## src/rtl/bsg_clkgate_en_ctrl_pkg.sv

```systemverilog
// Shared types and sizing helpers for the clock-gate enable controller.
package bsg_clkgate_en_ctrl_pkg;

  typedef enum logic [1:0] {
    eOn   = 2'd0,
    eOff  = 2'd1,
    eWake = 2'd2
  } bsg_clkgate_state_e;

  // Bits needed to hold values 0..max_val, never less than one bit.
  function automatic int ctr_width_f(input int max_val);
    return (max_val < 1) ? 1 : $clog2(max_val + 1);
  endfunction

endpackage

```

## src/rtl/bsg_clkgate_en_ctrl_if.sv

```systemverilog
// Activity requests in, gate controls and statistics out.
interface bsg_clkgate_en_ctrl_if #(
  parameter int num_req_p   = 4,
  parameter int cnt_width_p = 32
);

  logic [num_req_p-1:0]   req_i;
  logic                   gate_allow_i;
  logic                   force_on_i;
  logic                   clear_cnt_i;
  logic                   en_o;
  logic                   bypass_o;
  logic                   ready_o;
  logic [cnt_width_p-1:0] gated_cnt_o;

  modport master (
    output req_i, gate_allow_i, force_on_i, clear_cnt_i,
    input  en_o, bypass_o, ready_o, gated_cnt_o
  );

  modport slave (
    input  req_i, gate_allow_i, force_on_i, clear_cnt_i,
    output en_o, bypass_o, ready_o, gated_cnt_o
  );

endinterface

```

## src/rtl/bsg_counter_sat_clear_up.sv

```systemverilog
// Up-counter that sticks at all-ones; a clear beats a same-cycle increment.
module bsg_counter_sat_clear_up #(
  parameter int width_p = 32
) (
  input  logic               clk_i,
  input  logic               reset_i,
  input  logic               clear_i,
  input  logic               up_i,
  output logic [width_p-1:0] count_o
);

  logic [width_p-1:0] count_q, count_d;

  always_comb begin
    count_d = count_q;
    if (clear_i) begin
      count_d = '0;
    end else if (up_i && (count_q != '1)) begin
      count_d = count_q + width_p'(1);
    end
  end

  always_ff @(posedge clk_i) begin
    if (reset_i) begin
      count_q <= '0;
    end else begin
      count_q <= count_d;
    end
  end

  assign count_o = count_q;

endmodule

```

## src/rtl/bsg_clkgate_en_ctrl.sv

```systemverilog
// Idle-timeout / wake-latency control for a latch+AND clock gate.
// Every output is a flop so the gate cell never sees a combinational hazard.
module bsg_clkgate_en_ctrl
  import bsg_clkgate_en_ctrl_pkg::*;
#(
  parameter int num_req_p     = 4,
  parameter int idle_cycles_p = 8,
  parameter int wake_cycles_p = 2,
  parameter int cnt_width_p   = 32
) (
  input logic                  clk_i,
  input logic                  reset_i,
  bsg_clkgate_en_ctrl_if.slave ctrl_if
);

  localparam int idle_w_lp = ctr_width_f(idle_cycles_p);
  localparam int wake_w_lp = ctr_width_f(wake_cycles_p);
  localparam logic [idle_w_lp-1:0] idle_last_lp = idle_w_lp'(idle_cycles_p - 1);
  localparam logic [wake_w_lp-1:0] wake_last_lp = wake_w_lp'(wake_cycles_p - 1);

  bsg_clkgate_state_e   state_q, state_d;
  logic [idle_w_lp-1:0] idle_cnt_q, idle_cnt_d;
  logic [wake_w_lp-1:0] wake_cnt_q, wake_cnt_d;
  logic                 en_q, en_d;
  logic                 ready_q, ready_d;
  logic                 bypass_q, bypass_d;
  logic                 act;

  // Disallowing gating is treated as permanent activity.
  assign act = (|ctrl_if.req_i) | ctrl_if.force_on_i | ~ctrl_if.gate_allow_i;

  always_comb begin
    state_d    = state_q;
    idle_cnt_d = idle_cnt_q;
    wake_cnt_d = wake_cnt_q;
    unique case (state_q)
      eOn: begin
        if (act) begin
          idle_cnt_d = '0;
        end else if (idle_cnt_q == idle_last_lp) begin
          state_d    = eOff;
          idle_cnt_d = '0;
        end else begin
          idle_cnt_d = idle_cnt_q + idle_w_lp'(1);
        end
      end
      eOff: begin
        if (act) begin
          state_d    = eWake;
          wake_cnt_d = '0;
        end
      end
      eWake: begin
        // A wake always runs to completion, even if activity vanishes.
        if (wake_cnt_q == wake_last_lp) begin
          state_d    = eOn;
          idle_cnt_d = '0;
          wake_cnt_d = '0;
        end else begin
          wake_cnt_d = wake_cnt_q + wake_w_lp'(1);
        end
      end
      default: begin
        state_d    = eOn;
        idle_cnt_d = '0;
        wake_cnt_d = '0;
      end
    endcase

    en_d     = (state_d != eOff);
    ready_d  = (state_d == eOn);
    bypass_d = ctrl_if.force_on_i;
  end

  always_ff @(posedge clk_i) begin
    if (reset_i) begin
      state_q    <= eOn;
      idle_cnt_q <= '0;
      wake_cnt_q <= '0;
      en_q       <= 1'b1;
      ready_q    <= 1'b1;
      bypass_q   <= 1'b0;
    end else begin
      state_q    <= state_d;
      idle_cnt_q <= idle_cnt_d;
      wake_cnt_q <= wake_cnt_d;
      en_q       <= en_d;
      ready_q    <= ready_d;
      bypass_q   <= bypass_d;
    end
  end

  bsg_counter_sat_clear_up #(
    .width_p (cnt_width_p)
  ) gated_ctr (
    .clk_i   (clk_i),
    .reset_i (reset_i),
    .clear_i (ctrl_if.clear_cnt_i),
    .up_i    (~en_q),
    .count_o (ctrl_if.gated_cnt_o)
  );

  assign ctrl_if.en_o     = en_q;
  assign ctrl_if.ready_o  = ready_q;
  assign ctrl_if.bypass_o = bypass_q;

`ifndef SYNTHESIS
  param_range_a: assert property (@(posedge clk_i) (idle_cycles_p >= 1) && (wake_cycles_p >= 1));
  no_x_out_a: assert property (@(posedge clk_i) disable iff (reset_i) !$isunknown({en_q, bypass_q}));
`endif

endmodule

```

## src/flat_wrapper.sv

```systemverilog
// flat-port wrapper written by rule: the top's interface ports become plain ports
module bsg_clkgate_en_ctrl_flat import bsg_clkgate_en_ctrl_pkg::*;
#(
  parameter int num_req_p     = 4,
  parameter int idle_cycles_p = 8,
  parameter int wake_cycles_p = 2,
  parameter int cnt_width_p   = 32
)
  (clk_i, reset_i, ctrl_if_req_i, ctrl_if_gate_allow_i, ctrl_if_force_on_i, ctrl_if_clear_cnt_i, ctrl_if_en_o, ctrl_if_bypass_o, ctrl_if_ready_o, ctrl_if_gated_cnt_o);
  bsg_clkgate_en_ctrl_if #(.num_req_p(num_req_p), .cnt_width_p(cnt_width_p)) ctrl_if_i ();
  input logic clk_i;
  input logic reset_i;
  input wire logic [$bits(ctrl_if_i.req_i)-1:0] ctrl_if_req_i;
  input wire logic [$bits(ctrl_if_i.gate_allow_i)-1:0] ctrl_if_gate_allow_i;
  input wire logic [$bits(ctrl_if_i.force_on_i)-1:0] ctrl_if_force_on_i;
  input wire logic [$bits(ctrl_if_i.clear_cnt_i)-1:0] ctrl_if_clear_cnt_i;
  output wire logic [$bits(ctrl_if_i.en_o)-1:0] ctrl_if_en_o;
  output wire logic [$bits(ctrl_if_i.bypass_o)-1:0] ctrl_if_bypass_o;
  output wire logic [$bits(ctrl_if_i.ready_o)-1:0] ctrl_if_ready_o;
  output wire logic [$bits(ctrl_if_i.gated_cnt_o)-1:0] ctrl_if_gated_cnt_o;
  assign ctrl_if_i.req_i = ctrl_if_req_i;
  assign ctrl_if_i.gate_allow_i = ctrl_if_gate_allow_i;
  assign ctrl_if_i.force_on_i = ctrl_if_force_on_i;
  assign ctrl_if_i.clear_cnt_i = ctrl_if_clear_cnt_i;
  assign ctrl_if_en_o = ctrl_if_i.en_o;
  assign ctrl_if_bypass_o = ctrl_if_i.bypass_o;
  assign ctrl_if_ready_o = ctrl_if_i.ready_o;
  assign ctrl_if_gated_cnt_o = ctrl_if_i.gated_cnt_o;
  bsg_clkgate_en_ctrl #(.num_req_p(num_req_p), .idle_cycles_p(idle_cycles_p), .wake_cycles_p(wake_cycles_p), .cnt_width_p(cnt_width_p)) u_core (.clk_i(clk_i), .reset_i(reset_i), .ctrl_if(ctrl_if_i));
endmodule
```

## config.mk

```make
export PLATFORM = sky130hd
export DESIGN_NAME = bsg_clkgate_en_ctrl_flat
export DESIGN_NICKNAME = d
export VERILOG_FILES = /design/src/rtl/bsg_clkgate_en_ctrl_pkg.sv /design/src/rtl/bsg_clkgate_en_ctrl_if.sv /design/src/rtl/bsg_counter_sat_clear_up.sv /design/src/rtl/bsg_clkgate_en_ctrl.sv /design/src/flat_wrapper.sv
export SDC_FILE = /design/constraint.sdc
export NUM_CORES = 1
export LEC_CHECK = 0
export CAP_MARGIN = 15
export CORE_ASPECT_RATIO = 1.5
export CORE_MARGIN = 5
export CORE_UTILIZATION = 24
export DETAILED_ROUTE_END_ITERATION = 8
export HOLD_SLACK_MARGIN = 0.08
export PLACE_DENSITY = 0.49
export SYNTH_ARGS = -nofsm -noshare
export SYNTH_HDL_FRONTEND = slang
export SYNTH_SLANG_ARGS = --single-unit
```

## constraint.sdc

```tcl
create_clock -name clk_i -period 2.05 [get_ports clk_i]
set_input_delay 0.205 -clock clk_i [delete_from_list [all_inputs] [get_ports clk_i]]
set_output_delay 0.205 -clock clk_i [all_outputs]
set_load 0.02 [all_outputs]
```

=== Word level (Yosys, flattened, before mapping) ===
Index checks and enable logic that the tools add are counted.

* Divide/modulo/power cells: 0
* Add/sub/neg operators: 3
* Magnitude comparators: 0
* Reductions and logical operators: 7
* Eq/ne operators: 8
* Shift operators: 0
* Bitwise gates (word level): 6
* Multiply operators: 0
* Muxes and demuxes: 12

{| class="wikitable"
|+ Operator list
! kind !! number
|-
| 32-bit by 1-bit adder with 32-bit output, second input constant || 1
|-
| 32-bit != test, second input constant || 1
|-
| 2-bit 2-to-1 mux || 6
|-
| 4-bit 2-to-1 mux || 3
|-
| 2-bit case mux with 3 select lines || 2
|-
| 4-bit case mux with 3 select lines || 1
|-
| 2-bit by 1-bit != test with 1-bit output, second input constant || 3
|-
| 4-bit by 1-bit adder with 4-bit output, second input constant || 1
|-
| 2-bit by 1-bit == test with 1-bit output, second input constant || 2
|-
| 4-bit by 3-bit == test with 1-bit output, second input constant || 1
|-
| 2-bit logical NOT || 2
|-
| 1-bit NOT || 4
|-
| 2-bit AND reduction || 2
|-
| 4-bit OR reduction || 1
|-
| 2-bit by 1-bit adder with 2-bit output, second input constant || 1
|-
| 2-bit == test, second input constant || 1
|-
| 1-bit bitwise OR || 2
|-
| 2-bit OR reduction || 1
|-
| 1-bit logical AND || 1
|}

* Memory bits (writable): 0
* Output and inout port bits: 35
* Latch bits: 0
* Logic and storage cells: 43
* Register bits: 43
* Bits of input ports: 9
* Bits in read-only memories: 0
* Memories: 0

=== Longest topological paths before layout ===
* Depth after elaboration: 6
* Gate-level depth with buffers: 8

=== By module ===
From an unflattened synthesis, not the netlist that was laid out.

* Cells, all modules: 253
* Area total of the unflattened synthesis: 2117.0 sq um

{| class="wikitable"
|+ By module, submodules not included
! module !! area an instance (sq um) !! cells an instance !! instances
|-
| bsg_counter_sat_clear_up || 1620.3 || 198 || 1
|-
| bsg_clkgate_en_ctrl || 496.7 || 55 || 1
|}

=== Worst setup path after synthesis ===
OpenSTA, ideal clock, no wires.

* Kind: register to register
* Start: register u_core.gated_ctr.count_q[0], in the netlist u_core.gated_ctr.count_o[0]
* End: register u_core.gated_ctr.count_q[8], in the netlist u_core.gated_ctr.count_o[8]
* Path slack: 0.012 ns
* Arrival time: 1.910 ns
* Library setup time: 0.128 ns
* Buffers on the path: 1
* Stages on the path, launching flop included: 8
* Cell sequence: dfxtp_1 > ha_1 > inv_1 > or3_1 > clkbuf_1 > a2111oi_0 > xnor2_1 > nor2_1

* Longest elaborated chain between the ends: 2
* Elaborated cells between the ends (all ways): 3
* Those cells by class: add/sub: 1; eq/ne: 1; reduce/logical: 1

{| class="wikitable"
|+ Ends and longest elaborated chain
! item !! line !! source
|-
| start, declared || bsg_counter_sat_clear_up.sv:12 || <nowiki>logic [width_p-1:0] count_q, count_d;</nowiki>
|-
| start signal, assigned || bsg_counter_sat_clear_up.sv:27 || <nowiki>count_q <= count_d;</nowiki>
|-
| branches (longest 2 deep; another with 32-bit by 1-bit adder with 32-bit output) || -- ||
|}

Several ways; the timed one is not identified.
A chain may end at the register's enable or synchronous reset.

=== Final worst setup path ===
* Start: register u_core.gated_ctr.count_q[17], in the netlist u_core.gated_ctr.count_o[17]
* End: register u_core.gated_ctr.count_q[29], in the netlist u_core.gated_ctr.count_o[29]

Same word-level chain as after synthesis.

==> run metrics <==
DR top layer met4; min Tclk post-route 1.92 ns; cell with the most instances after synthesis dfxtp_1; Ys Warns 0; Reg-to-Reg Start u_core.gated_ctr.count_o[17]$_SDFFE_PP0P_; n_diodes 0; CP Cell Sequence nand4_1 > nor4_4 > buf_4 > nand3_1 > or4_1 > a21oi_1; Max Cap Viol 0; CTS clk-pin slew, worst paths 0.06 ns; Min-Delay Path Class register to register; Post-CTS Repair Setup Buffers 0; total CTS buffers 5; Worst Setup SP u_core.gated_ctr.count_o[17]$_SDFFE_PP0P_; Syn Area/Cell 8.22 um2; drt drc 0; maximum VDD drop 0.365 mV; global route overflow 0; FFs w/ async S/R, synth 0; Max FO, Critical Path 7; IO Pins 44; met2 wire len 2.96 mm; post-synthesis sequential area ratio 0.416; cell count after synthesis 252; max-slew violation count 0; die area 10600 um2; primary flip-flop cell chosen by synthesis mapping dfxtp_1; # rows 41; die width 85.8 um; critical path class register to register; RSZ-0062 raised after global routing no; CP required 2.26 ns; core area 8410 um2; worst skew pair latency 0.28 ns; #FFs+latches synth 43; Layout area overhead 45.2%; final wirelength 5.74 mm; Starting Density 0.246; DR iter-0 viols 60; GPL Wtd Cong 0.759; vias post-DR 2112; FF-to-FF setup slack 0.13 ns; layout cells sized above 1 0.158; Slowest-stage cell, CP or4_1; Vias per Instance 4.91; largest net degree at the start of global routing 29; CP endpoint u_core.gated_ctr.count_o[29]$_SDFFE_PP0P_; Post-Syn Nets 263; crit start category register; Post-layout nets 335; first-pass GRT wire length 9.38 mm; reg2reg end u_core.gated_ctr.count_o[29]$_SDFFE_PP0P_; Cell Count, Final, Fillers Out 430; initial antenna violation count 0; slew margin rel. 0.707; CTS sink count 43; Final Skew 0.00743 ns; Clock H-tree levels 2; port buffer count 43; antenna-violating nets left 0; CTS tree done; area share of the largest cell type after synthesis 0.416; met3 routed WL 274 um; HPWL after DPL 4.39 mm; Chip Height 124 um; Critical Path Max Stage Delay 0.46 ns; WP data arrival 2.14 ns; final hold vios 0; Worst Tran Pin Value 0.438 ns; Clock Tree Buf Depth 2; Post-Route M1 WL 2.40 mm; Post-synth top cells 43 x dfxtp_1, 25 x nand2_1, 25 x nor2_1; Crit. End Element register; dominant cell type by area after synthesis dfxtp_1; Pwr per Cell Area 540 nW/um2; Inst Count DP 424; Final Cycle Share 0.939; R2R depth 6; GRT Total Usage 0.112; Root Buffer clkbuf_16; Unique masters post-synth 38; vias in the first global route 1960; Finish-stage setup viols 0; post-synthesis cell area 2070 um2; number of synthesized flops with an enable pin 0; power consumption 1620 uW; synth top area cells dfxtp_1 42%, a21oi_1 5.6%, nand2_1 4.5%; Pre-antenna DRT Iters 4; Pleak 0.000971 uW; status complete, no violations; routed len/inst 13.4 um; fmax 520 MHz
## cells in the final DEF, fill, tap and decap left out, types with 3 or more instances in the layout
master,Yosys,routed
a21oi_1,23,23
a31oi_1,4,4
buf_4,1,31
clkbuf_16,0,5
clkdlybuf4s50_1,0,43
dfxtp_1,43,41
inv_1,11,11
mux2i_1,4,4
nand2_1,25,25
nand3_1,10,9
nand4_1,9,9
nor2_1,25,25
nor2b_1,3,3
nor3_1,7,6
o21ai_0,11,11
o31ai_1,8,8
or3_1,13,12
or4_1,9,9
xnor2_1,10,10
## critical path, delay by kind of cell, from the launching register on
kind | cells | cell delay [ns]
compound gates | 1 | 0.15
buf+inv | 1 | 0.19
flops | 1 | 0.39
simple gates | 4 | 1.12
## routing by layer
metal | GRT usage | up-vias
li1 | - | 1068
met1 | 0.123 | 998
met2 | 0.198 | 36
met3 | 0.0291 | 10
met4 | 0.0535 | 0
met5 | 0 | -
## flip-flops by register name (all words and copies together) (netlist names)
register / cells
u_core.ctrl_if.ready_o: 1
u_core.ctrl_if.bypass_o: 1
u_core.gated_ctr.count_o: 32
u_core.state_q: 2
u_core.ctrl_if.en_o: 1
u_core.wake_cnt_q: 2
u_core.idle_cnt_q: 4
## worst min path at each step
stage	from	end	slack, ns	cells after the start
global route	u_core.wake_cnt_q[1]$_SDFFE_PP0P_	u_core.wake_cnt_q[1]$_SDFFE_PP0P_	0.47	2
detailed placement	u_core.wake_cnt_q[1]$_SDFFE_PP0P_	u_core.wake_cnt_q[1]$_SDFFE_PP0P_	0.44	2
finish	u_core.wake_cnt_q[1]$_SDFFE_PP0P_	u_core.wake_cnt_q[1]$_SDFFE_PP0P_	0.44	2
floorplan	ctrl_if_force_on_i	u_core.ctrl_if.bypass_o$_SDFF_PP0_	0.33	1
global placement	u_core.wake_cnt_q[1]$_SDFFE_PP0P_	u_core.wake_cnt_q[1]$_SDFFE_PP0P_	0.44	2
CTS	u_core.wake_cnt_q[1]$_SDFFE_PP0P_	u_core.wake_cnt_q[1]$_SDFFE_PP0P_	0.45	2
## where the power goes
group / total [uW] / switching, uW / internal, uW / leakage (uW)
combinational: 43.0 / 21.6 / 21.4 / 0.000561
clock: 742 / 304 / 438 / 0.0000628
sequential: 837 / 0.343 / 837 / 0.000348
## cell families after synthesis
group                    Yosys count  synth area share
AO/OA/AOI/OAI                     59             0.175
XOR/XNOR                          10            0.0423
adder cells (fa/ha/maj)            2            0.0121
buffers and inverters             20            0.0393
flip-flops                        43             0.416
multiplexers                       4            0.0193
AND/OR/NAND/NOR                  114             0.297
## stage by stage
stage,TNS (ns),setup slack [ns],cell area (um2),hold slack (ns),util
final,0,0.126,3010,0.442,0.357
after global routing,0,0.00145,3010,0.467,0.357
after CTS,0,0.0224,2960,0.449,0.352
after detailed placement,-0.0414,-0.0414,2830,0.441,0.336
after global placement,-0.00277,-0.00277,2830,0.438,0.336
after floorplan,0,0.0124,2070,0.333,-
## repair_timing
action | 4_1_cts | 5_1_grt
hold buffers | 0 | 0
setup endpoints to repair | 1 | 14
resized for setup | 1 | 13
hold endpoints to repair | 0 | 0
pin swaps | 0 | 1
## final cells by class
type                            instances  area (um2)
Tap cell                              107         134
Timing Repair Buffer                   74         663
Multi-Input combinational cell        189        1180
Inverter                               11        41.3
Clock buffer                            6         129
Fill cell                             896        5410
Sequential cell                        43         863
(Power assumes the default switching activity.)
